==> config.mk <==
export PLATFORM = sky130hd
export DESIGN_NAME = traffic_input_conditioner_flat
export DESIGN_NICKNAME = d
export VERILOG_FILES = /design/src/rtl/traffic_pkg.sv /design/src/rtl/traffic_input_conditioner_if.sv /design/src/rtl/sync_debounce.sv /design/src/rtl/traffic_input_conditioner.sv /design/src/flat_wrapper.sv
export SDC_FILE = /design/constraint.sdc
export NUM_CORES = 1
export LEC_CHECK = 0
export CAP_MARGIN = 20
export CORE_MARGIN = 2
export CORE_UTILIZATION = 40
export CTS_CLUSTER_SIZE = 14
export DETAILED_ROUTE_END_ITERATION = 16
export RECOVER_POWER = 50
export SYNTH_ARGS = -nofsm -noshare
export SYNTH_HDL_FRONTEND = slang
export SYNTH_SLANG_ARGS = --single-unit
==> constraint.sdc <==
create_clock -name clk -period 1.8 [get_ports clk]
set_input_delay 0.45 -clock clk [delete_from_list [all_inputs] [get_ports clk]]
set_output_delay 0.45 -clock clk [all_outputs]
set_load 0.01 [all_outputs]
==> src/rtl/traffic_pkg.sv <==
// rtl/traffic_pkg.sv - shared light encodings and pedestrian FSM states
// Purpose: constants shared by the traffic input conditioner files.
// Ports: none (package).
package traffic_pkg;

  localparam logic [2:0] LIGHT_RED    = 3'b001;
  localparam logic [2:0] LIGHT_YELLOW = 3'b010;
  localparam logic [2:0] LIGHT_GREEN  = 3'b100;

  typedef enum logic [1:0] {
    IDLE    = 2'b00,
    PENDING = 2'b01,
    HOLDOFF = 2'b10
  } ped_state_t;

endpackage

==> src/rtl/traffic_input_conditioner_if.sv <==
// rtl/traffic_input_conditioner_if.sv - signal bundle between raw inputs, controller and conditioner
// Purpose: groups the raw pins, lights feedback and conditioned outputs.
// Ports (signals):
//   ped_btn_raw, car_raw : raw asynchronous inputs
//   lights_in[2:0]       : controller lights feedback, one-hot
//   ped_req, car_present, ped_press, ped_stuck, served_pulse : conditioned outputs
// Modports: slave = conditioner side, master = environment side.
interface traffic_input_conditioner_if;

  logic       ped_btn_raw;
  logic       car_raw;
  logic [2:0] lights_in;
  logic       ped_req;
  logic       car_present;
  logic       ped_press;
  logic       ped_stuck;
  logic       served_pulse;

  modport slave (
    input  ped_btn_raw, car_raw, lights_in,
    output ped_req, car_present, ped_press, ped_stuck, served_pulse
  );

  modport master (
    output ped_btn_raw, car_raw, lights_in,
    input  ped_req, car_present, ped_press, ped_stuck, served_pulse
  );

endinterface

==> src/rtl/sync_debounce.sv <==
// rtl/sync_debounce.sv - two-flop synchroniser followed by a debounce counter
// Purpose: brings one asynchronous pin into the clk domain and filters bounces.
// Ports:
//   clk   : system clock
//   reset : asynchronous, active-high reset
//   raw   : asynchronous input pin
//   db    : debounced value, flips after DEBOUNCE_CYCLES consecutive differing samples
module sync_debounce #(
  parameter int DEBOUNCE_CYCLES = 8
) (
  input  logic clk,
  input  logic reset,
  input  logic raw,
  output logic db
);

  localparam int CW = $clog2(DEBOUNCE_CYCLES + 1);

  logic          sync1;
  logic          sync2;
  logic [CW-1:0] cnt;

  always_ff @(posedge clk or posedge reset) begin
    if (reset) begin
      sync1 <= 1'b0;
      sync2 <= 1'b0;
      cnt   <= '0;
      db    <= 1'b0;
    end else begin
      sync1 <= raw;
      sync2 <= sync1;
      if (sync2 == db) begin
        cnt <= '0;
      end else if (cnt == CW'(DEBOUNCE_CYCLES - 1)) begin
        // This would be the DEBOUNCE_CYCLES-th differing sample: accept it.
        db  <= ~db;
        cnt <= '0;
      end else begin
        cnt <= cnt + CW'(1);
      end
    end
  end

endmodule

==> src/rtl/traffic_input_conditioner.sv <==
// rtl/traffic_input_conditioner.sv - conditions button/loop inputs for the traffic light controller
// Purpose: debounces both raw inputs, latches the pedestrian request until the
//          controller serves it (RED entry on lights_in), flags a stuck button.
// Ports:
//   clk   : system clock
//   reset : asynchronous, active-high reset
//   bus   : traffic_input_conditioner_if.slave (raw pins, lights feedback, outputs)
module traffic_input_conditioner
  import traffic_pkg::*;
#(
  parameter int DEBOUNCE_CYCLES = 8,
  parameter int STUCK_CYCLES    = 64
) (
  input logic                          clk,
  input logic                          reset,
  traffic_input_conditioner_if.slave   bus
);

  localparam int SW = $clog2(STUCK_CYCLES + 1);

  logic          btn_db;
  logic          car_db;
  logic          btn_db_q;
  logic [2:0]    lights_q;
  logic [SW-1:0] stuck_cnt;
  ped_state_t    state;
  ped_state_t    state_next;
  logic          red_entry;
  logic          btn_rise;
  logic          press_ok;
  logic          serve;
  logic          ped_req_q;
  logic          car_present_q;
  logic          ped_press_q;
  logic          ped_stuck_q;
  logic          served_q;

  sync_debounce #(.DEBOUNCE_CYCLES(DEBOUNCE_CYCLES)) u_btn (
    .clk   (clk),
    .reset (reset),
    .raw   (bus.ped_btn_raw),
    .db    (btn_db)
  );

  sync_debounce #(.DEBOUNCE_CYCLES(DEBOUNCE_CYCLES)) u_car (
    .clk   (clk),
    .reset (reset),
    .raw   (bus.car_raw),
    .db    (car_db)
  );

  // Only a genuine one-hot RED counts; invalid codes and 000 are "not RED".
  assign red_entry = (bus.lights_in == LIGHT_RED) && (lights_q != LIGHT_RED);
  assign btn_rise  = btn_db & ~btn_db_q;
  assign press_ok  = btn_rise && !ped_stuck_q && ((state == IDLE) || (state == PENDING));

  // The FSM consumes the registered press pulse, so ped_req follows ped_press by one cycle.
  always_comb begin
    state_next = state;
    serve      = 1'b0;
    case (state)
      IDLE:    if (ped_press_q) state_next = PENDING;
      PENDING: if (red_entry) begin
        state_next = HOLDOFF;
        serve      = 1'b1;
      end
      HOLDOFF: if (bus.lights_in != LIGHT_RED) state_next = IDLE;
      default: state_next = IDLE;
    endcase
  end

  always_ff @(posedge clk or posedge reset) begin
    if (reset) begin
      state         <= IDLE;
      btn_db_q      <= 1'b0;
      lights_q      <= 3'b000;
      stuck_cnt     <= '0;
      ped_req_q     <= 1'b0;
      car_present_q <= 1'b0;
      ped_press_q   <= 1'b0;
      ped_stuck_q   <= 1'b0;
      served_q      <= 1'b0;
    end else begin
      state         <= state_next;
      btn_db_q      <= btn_db;
      lights_q      <= bus.lights_in;
      ped_req_q     <= (state_next == PENDING);
      car_present_q <= car_db;
      ped_press_q   <= press_ok;
      served_q      <= serve;
      if (!btn_db) begin
        stuck_cnt   <= '0;
        ped_stuck_q <= 1'b0;
      end else if (stuck_cnt != SW'(STUCK_CYCLES)) begin
        stuck_cnt <= stuck_cnt + SW'(1);
        if (stuck_cnt == SW'(STUCK_CYCLES - 1)) ped_stuck_q <= 1'b1;
      end
    end
  end

  assign bus.ped_req      = ped_req_q;
  assign bus.car_present  = car_present_q;
  assign bus.ped_press    = ped_press_q;
  assign bus.ped_stuck    = ped_stuck_q;
  assign bus.served_pulse = served_q;

endmodule

==> src/flat_wrapper.sv <==
// flat-port wrapper written by rule: the top's interface ports become plain ports
module traffic_input_conditioner_flat import traffic_pkg::*;
#(
  parameter int DEBOUNCE_CYCLES = 8,
  parameter int STUCK_CYCLES    = 64
)
  (clk, reset, bus_ped_btn_raw, bus_car_raw, bus_lights_in, bus_ped_req, bus_car_present, bus_ped_press, bus_ped_stuck, bus_served_pulse);
  traffic_input_conditioner_if bus_i ();
  input logic clk;
  input logic reset;
  input wire logic [$bits(bus_i.ped_btn_raw)-1:0] bus_ped_btn_raw;
  input wire logic [$bits(bus_i.car_raw)-1:0] bus_car_raw;
  input wire logic [$bits(bus_i.lights_in)-1:0] bus_lights_in;
  output wire logic [$bits(bus_i.ped_req)-1:0] bus_ped_req;
  output wire logic [$bits(bus_i.car_present)-1:0] bus_car_present;
  output wire logic [$bits(bus_i.ped_press)-1:0] bus_ped_press;
  output wire logic [$bits(bus_i.ped_stuck)-1:0] bus_ped_stuck;
  output wire logic [$bits(bus_i.served_pulse)-1:0] bus_served_pulse;
  assign bus_i.ped_btn_raw = bus_ped_btn_raw;
  assign bus_i.car_raw = bus_car_raw;
  assign bus_i.lights_in = bus_lights_in;
  assign bus_ped_req = bus_i.ped_req;
  assign bus_car_present = bus_i.car_present;
  assign bus_ped_press = bus_i.ped_press;
  assign bus_ped_stuck = bus_i.ped_stuck;
  assign bus_served_pulse = bus_i.served_pulse;
  traffic_input_conditioner #(.DEBOUNCE_CYCLES(DEBOUNCE_CYCLES), .STUCK_CYCLES(STUCK_CYCLES)) u_core (.clk(clk), .reset(reset), .bus(bus_i));
endmodule
# == Word level (Yosys, flattened, before mapping) ==
# Index checks and enable logic that the tools add are counted.
# W data, S select, Z words.
# word_totals
register_bits,32
in_bits,7
# op_classes
addsub,3
eq_ne,14
muxes,15
bitwise,6
n_reduce_logical,9
# op_table
cell,count
$mux W4,4
$mux W7,2
$add A4 B1 Y4 const B,2
$eq A4 B3 Y1 const B,2
$add A7 B1 Y7 const B,1
$eq A7 B6 Y1 const B,1
$ne A7 B7 Y1 const B,1
$mux W2,3
$ne A3 B1 Y1 const B,2
$pmux W2 S3,1
$reduce_and A2 Y1,3
$mux W1,5
$not A1 Y1,5
$eq A2 B1 Y1 const B,2
$ne A2 B1 Y1 const B,2
$eq A3 B1 Y1 const B,1
$logic_and A1 B1 Y1,3
$eq A1 B1 Y1,2
$eq A2 B2 Y1 const B,1
$logic_not A2 Y1,1
$and A1 B1 Y1,1
$logic_not A1 Y1,1
$logic_or A1 B1 Y1,1

# == Depth between registers and ports, before layout ==
# logic_depth
depth_word,5
mapped_depth,4
ltp_nobuf,4

# == Hierarchy ==
# From an unflattened synthesis, not the netlist that was laid out.
# unflattened
cells_unflattened,103
area_unflattened_um2,1315.0
# modules_own_cells
mod,n_inst,cells_each,area_per_inst_um2
traffic_input_conditioner,1,63,737.0
sync_debounce,2,20,289.0

# == Least setup slack after synthesis ==
# No wires, ideal clock.
# synth_path
kind,input to register
start,in bus_lights_in[2]
end,"reg u_core.ped_req_q, in the netlist u_core.bus.ped_req"
arrival_time_ns,1.261
required_ns,1.681
path_slack_ns,0.420
stages,3
cell_sequence,or3b_1 -> a211o_1 -> and2_1
# synth_via
elab_chain_len,5
elab_cells_between_ends,7
# synth_lines
element,line,rtl
from (decl),flat_wrapper.sv:13,input wire logic [$bits(bus_i.lights_in)-1:0] bus_lights_in;
$eq A3 B1 Y1,traffic_input_conditioner.sv:53,assign red_entry = (bus.lights_in == LIGHT_RED) && (lights_q != LIGHT_RED);
$logic_and A1 B1 Y1,traffic_input_conditioner.sv:53,
$mux W2,traffic_input_conditioner.sv:63,PENDING: if (red_entry) begin
$pmux W2 S3 (*),traffic_input_conditioner.sv:61,case (state)
$eq A2 B1 Y1 (*),traffic_input_conditioner.sv:87,ped_req_q <= (state_next == PENDING);
to (signal assigned),traffic_input_conditioner.sv:87,
to (decl),traffic_input_conditioner.sv:32,logic ped_req_q;
# Mark *: on every way between the ends. The rest lies on a longest branch, timed or not.
# A chain may end at the register's enable or synchronous reset.

# == Worst setup path in the final report ==
# layout_path
start,"reg u_core.ped_stuck_q, in the netlist u_core.bus.ped_stuck"
end,out bus_ped_stuck
# layout_rtl
element,line,rtl
from (decl),traffic_input_conditioner.sv:35,logic ped_stuck_q;
from (signal assigned),traffic_input_conditioner.sv:81,ped_stuck_q <= 1'b0;
from (signal assigned),traffic_input_conditioner.sv:93,ped_stuck_q <= 1'b0;
from (signal assigned),traffic_input_conditioner.sv:96,if (stuck_cnt == SW'(STUCK_CYCLES - 1)) ped_stuck_q <= 1'b1;
to (decl),flat_wrapper.sv:17,output wire logic [$bits(bus_i.ped_stuck)-1:0] bus_ped_stuck;
# No word-level cell between the ends.

==> run metrics <==
Clk pin slew, worst setup/hold paths=about 0.1 ns; commonest cells after routing, fill and taps aside=sky130_fd_sc_hd__dfrtp_1, sky130_fd_sc_hd__nor2_1, sky130_fd_sc_hd__nand2_1; largest fanout of any net on the critical path=3; Warnings, synthesis=0; drt first-iter violations=21; peak supply drop=0.000502 V; worst r2r dst=u_core.stuck_cnt[6]; reg-to-reg critical path startpoint=u_core.stuck_cnt[1]; Post-CTS Resized=0; post-synthesis async set-or-reset flop share=100%; Distinct cells, synth=25; proportion of synthesized chip area in sequential cells=64.6%; most common cell after layout, fill and taps aside=sky130_fd_sc_hd__dfrtp_1; cell row count=20; family of cells with the greatest summed delay on the critical path=buffers and inverters; cell type of the slowest stage on the worst timing path=sky130_fd_sc_hd__clkdlybuf4s50_1; synthesized instance count=about 110; post-CTS setup buffer count=0; initial cell density of the core=41.3%; post-route minimum period=1.70 ns; die extent in x=59.7 um; Data arrival, critical path=1.25 ns; number of CTS-inserted buffers=5; Vias=798; Core Box Area=3000 sq um; Vias/cell=5.05; port buffer count=11; Final Routed Wirelength=~1800 um; Critical Path, Cell by Cell=clkdlybuf4s50_1; average size of a mapped cell=11.8 sq um; class of the tightest hold or removal check=flop to flop; power per cell area=around 1200 nW/um^2; number of max-slew violations in the final report=0; Relative slew margins=49.2%; wire length per cell after detailed routing=11.4 um; data required time at the worst endpoint=1.35 ns; register bit count reported by yosys=32; Final Net Count=around 140; Post-Synthesis Net Count=116; vias in the first global route=754; outcome=finished clean; total grt overflow=0; Register-to-Register Path Depth=4; Placed Cells incl. Taps=150; setup clock skew after layout=0.0127 ns; category of the critical setup timing path=flop to primary output; routability cong.=0.770; total track usage=12.7%; Primary FF master, synth=sky130_fd_sc_hd__dfrtp_1; number of setup violations in the final report=0; Clock Sink Count=32; endpoint of the most critical setup path=bus_ped_stuck; cells taking the most area after synthesis=sky130_fd_sc_hd__dfrtp_1, sky130_fd_sc_hd__nor2_1, sky130_fd_sc_hd__ha_1; first-pass iteration count of the detailed router=4; worst reg-to-reg setup slack=0.48 ns; Worst-Margin Slew=0.762 ns; maximum level of the CTS H-tree=2; total die area=3560 sq um; type of destination of the critical path=primary output; Max clock buf depth=2; floorplan die height=59.7 um; startpoint of the most critical setup path=u_core.bus.ped_stuck; critical path startpoint category=flop; wire length of the first global-routing pass=between 3000 and 4000 um; highest clock rate=587 MHz; Leak Pwr=0.680 nW; Crit path largest cell delay=around 0.54 ns; cell at the root of the clock tree=sky130_fd_sc_hd__clkbuf_4; initial antenna violation count=0; remaining antenna violation count=0; post-synth top area share=approximately 65%; setup repair after global routing missed its margin=no; worst-skew pair later-pin latency=0.32 ns; worst hold path startpoint=u_core.u_car.sync1; largest net degree at the start of global routing=33; area of the mapped netlist=1240 sq um; share of the clock period used by the worst path=94.6%; depth of the critical timing path with buffers and inverters included=1; leading area contributor after synthesis=sky130_fd_sc_hd__dfrtp_1; count of antenna diodes in the layout=0; clock tree from TritonCTS=done; detailed-placement wirelength estimate=1240 um; EDFF count, synth=0; total power consumption of the routed design=approximately 1.8 mW; Final Core Density=48.5%; DRC violations left=0; layout cell share with drive strength beyond 1=8.80%; CTS hold repair buffers=0; Ports=12; buffers and inverters on the worst path=1; number of max-cap violations=0; Area growth, synth to finish=17.5%; number of standard cells in the final layout excluding fillers=roughly 160; Hold Fails Final Rpt=0
==> synth_stat cells (4+ instances only) <==
master                    number
sky130_fd_sc_hd__nand2_1      13
sky130_fd_sc_hd__xnor2_1       4
sky130_fd_sc_hd__nand3_1       5
sky130_fd_sc_hd__inv_1         5
sky130_fd_sc_hd__dfrtp_1      32
sky130_fd_sc_hd__ha_1          4
sky130_fd_sc_hd__nor2_1       14
sky130_fd_sc_hd__mux2i_1       4
==> sequential cells by signal (all words and copies together) (netlist names), 2 cells and up <==
| signal | cells |
|---|---|
| u_core.u_btn.cnt | 4 |
| u_core.lights_q | 3 |
| u_core.state | 2 |
| u_core.u_car.cnt | 4 |
| u_core.stuck_cnt | 7 |
==> how the worst min path moves through the flow <==
stage / to / slack, ns / depth (start not counted)
finish: u_core.u_car.sync2 / 0.36 / 0
global route: u_core.u_car.sync2 / 0.38 / 0
CTS: u_core.u_car.sync2 / 0.37 / 0
detailed placement: u_core.u_car.sync2 / 0.34 / 0
global placement: u_core.u_btn.sync2 / 0.34 / 0
floorplan: u_core.u_btn.sync2 / 0.33 / 0
==> where the power goes <==
part | internal, mW | switching, mW
registers | 0.862 | 0.0899
logic | 0.195 | 0.194
clock network | 0.186 | 0.229
total | 1.24 | 0.512
==> metrics by stage <==
stage	area [sq um]	hold WS, ns	worst slack (ns)	TNS (ns)
6_report	1460	0.358	0.0967	0
5_1_grt	1460	0.377	0.0167	0
4_1_cts	1460	0.366	0.0607	0
3_5_place_dp	1400	0.344	-0.0718	-0.160
3_3_place_gp	1400	0.336	-0.0511	-0.104
2_1_floorplan	1240	0.331	0.420	0
==> logic make-up (layout without fill, tap and decap cells) <==
logic type               after synthesis  count (layout)  synth area share, %
AO/OA/AOI/OAI                          6               6                 3.13
XOR/XNOR                               6               6                 4.24
adder cells (fa/ha/maj)                4               4                 4.04
buffers and inverters                  6              26                 1.92
flip-flops                            32              32                 64.6
multiplexers                           6               6                 5.05
AND/OR/NAND/NOR                       45              45                 17.0
==> worst reg2reg max path, cell delays in order, from the launching register on <==
cell and delay (ns):
sky130_fd_sc_hd__dfrtp_1 0.42, sky130_fd_sc_hd__ha_1 0.25, sky130_fd_sc_hd__nand2_1 0.08, sky130_fd_sc_hd__or4_1 0.42
sky130_fd_sc_hd__nand2_1 0.08
==> layer usage <==
metal	global-route usage [%]	vias to the layer above	routed length [um]
li1	-	391	-
met1	14.2	387	778
met2	19.1	18	892
met3	6.49	2	104
met4	7.62	0	24
met5	0	-	0
==> cell type report <==
type,count,area [sq um]
multi-input combinational,67,414
tap,33,41.3
clock inverter,2,10.0
timing repair buffer,13,119
fill,271,1550
sequential,32,801
clock buffer,6,51.3
inverter,5,18.8
Note: power is estimated with default switching activity, not from simulation.
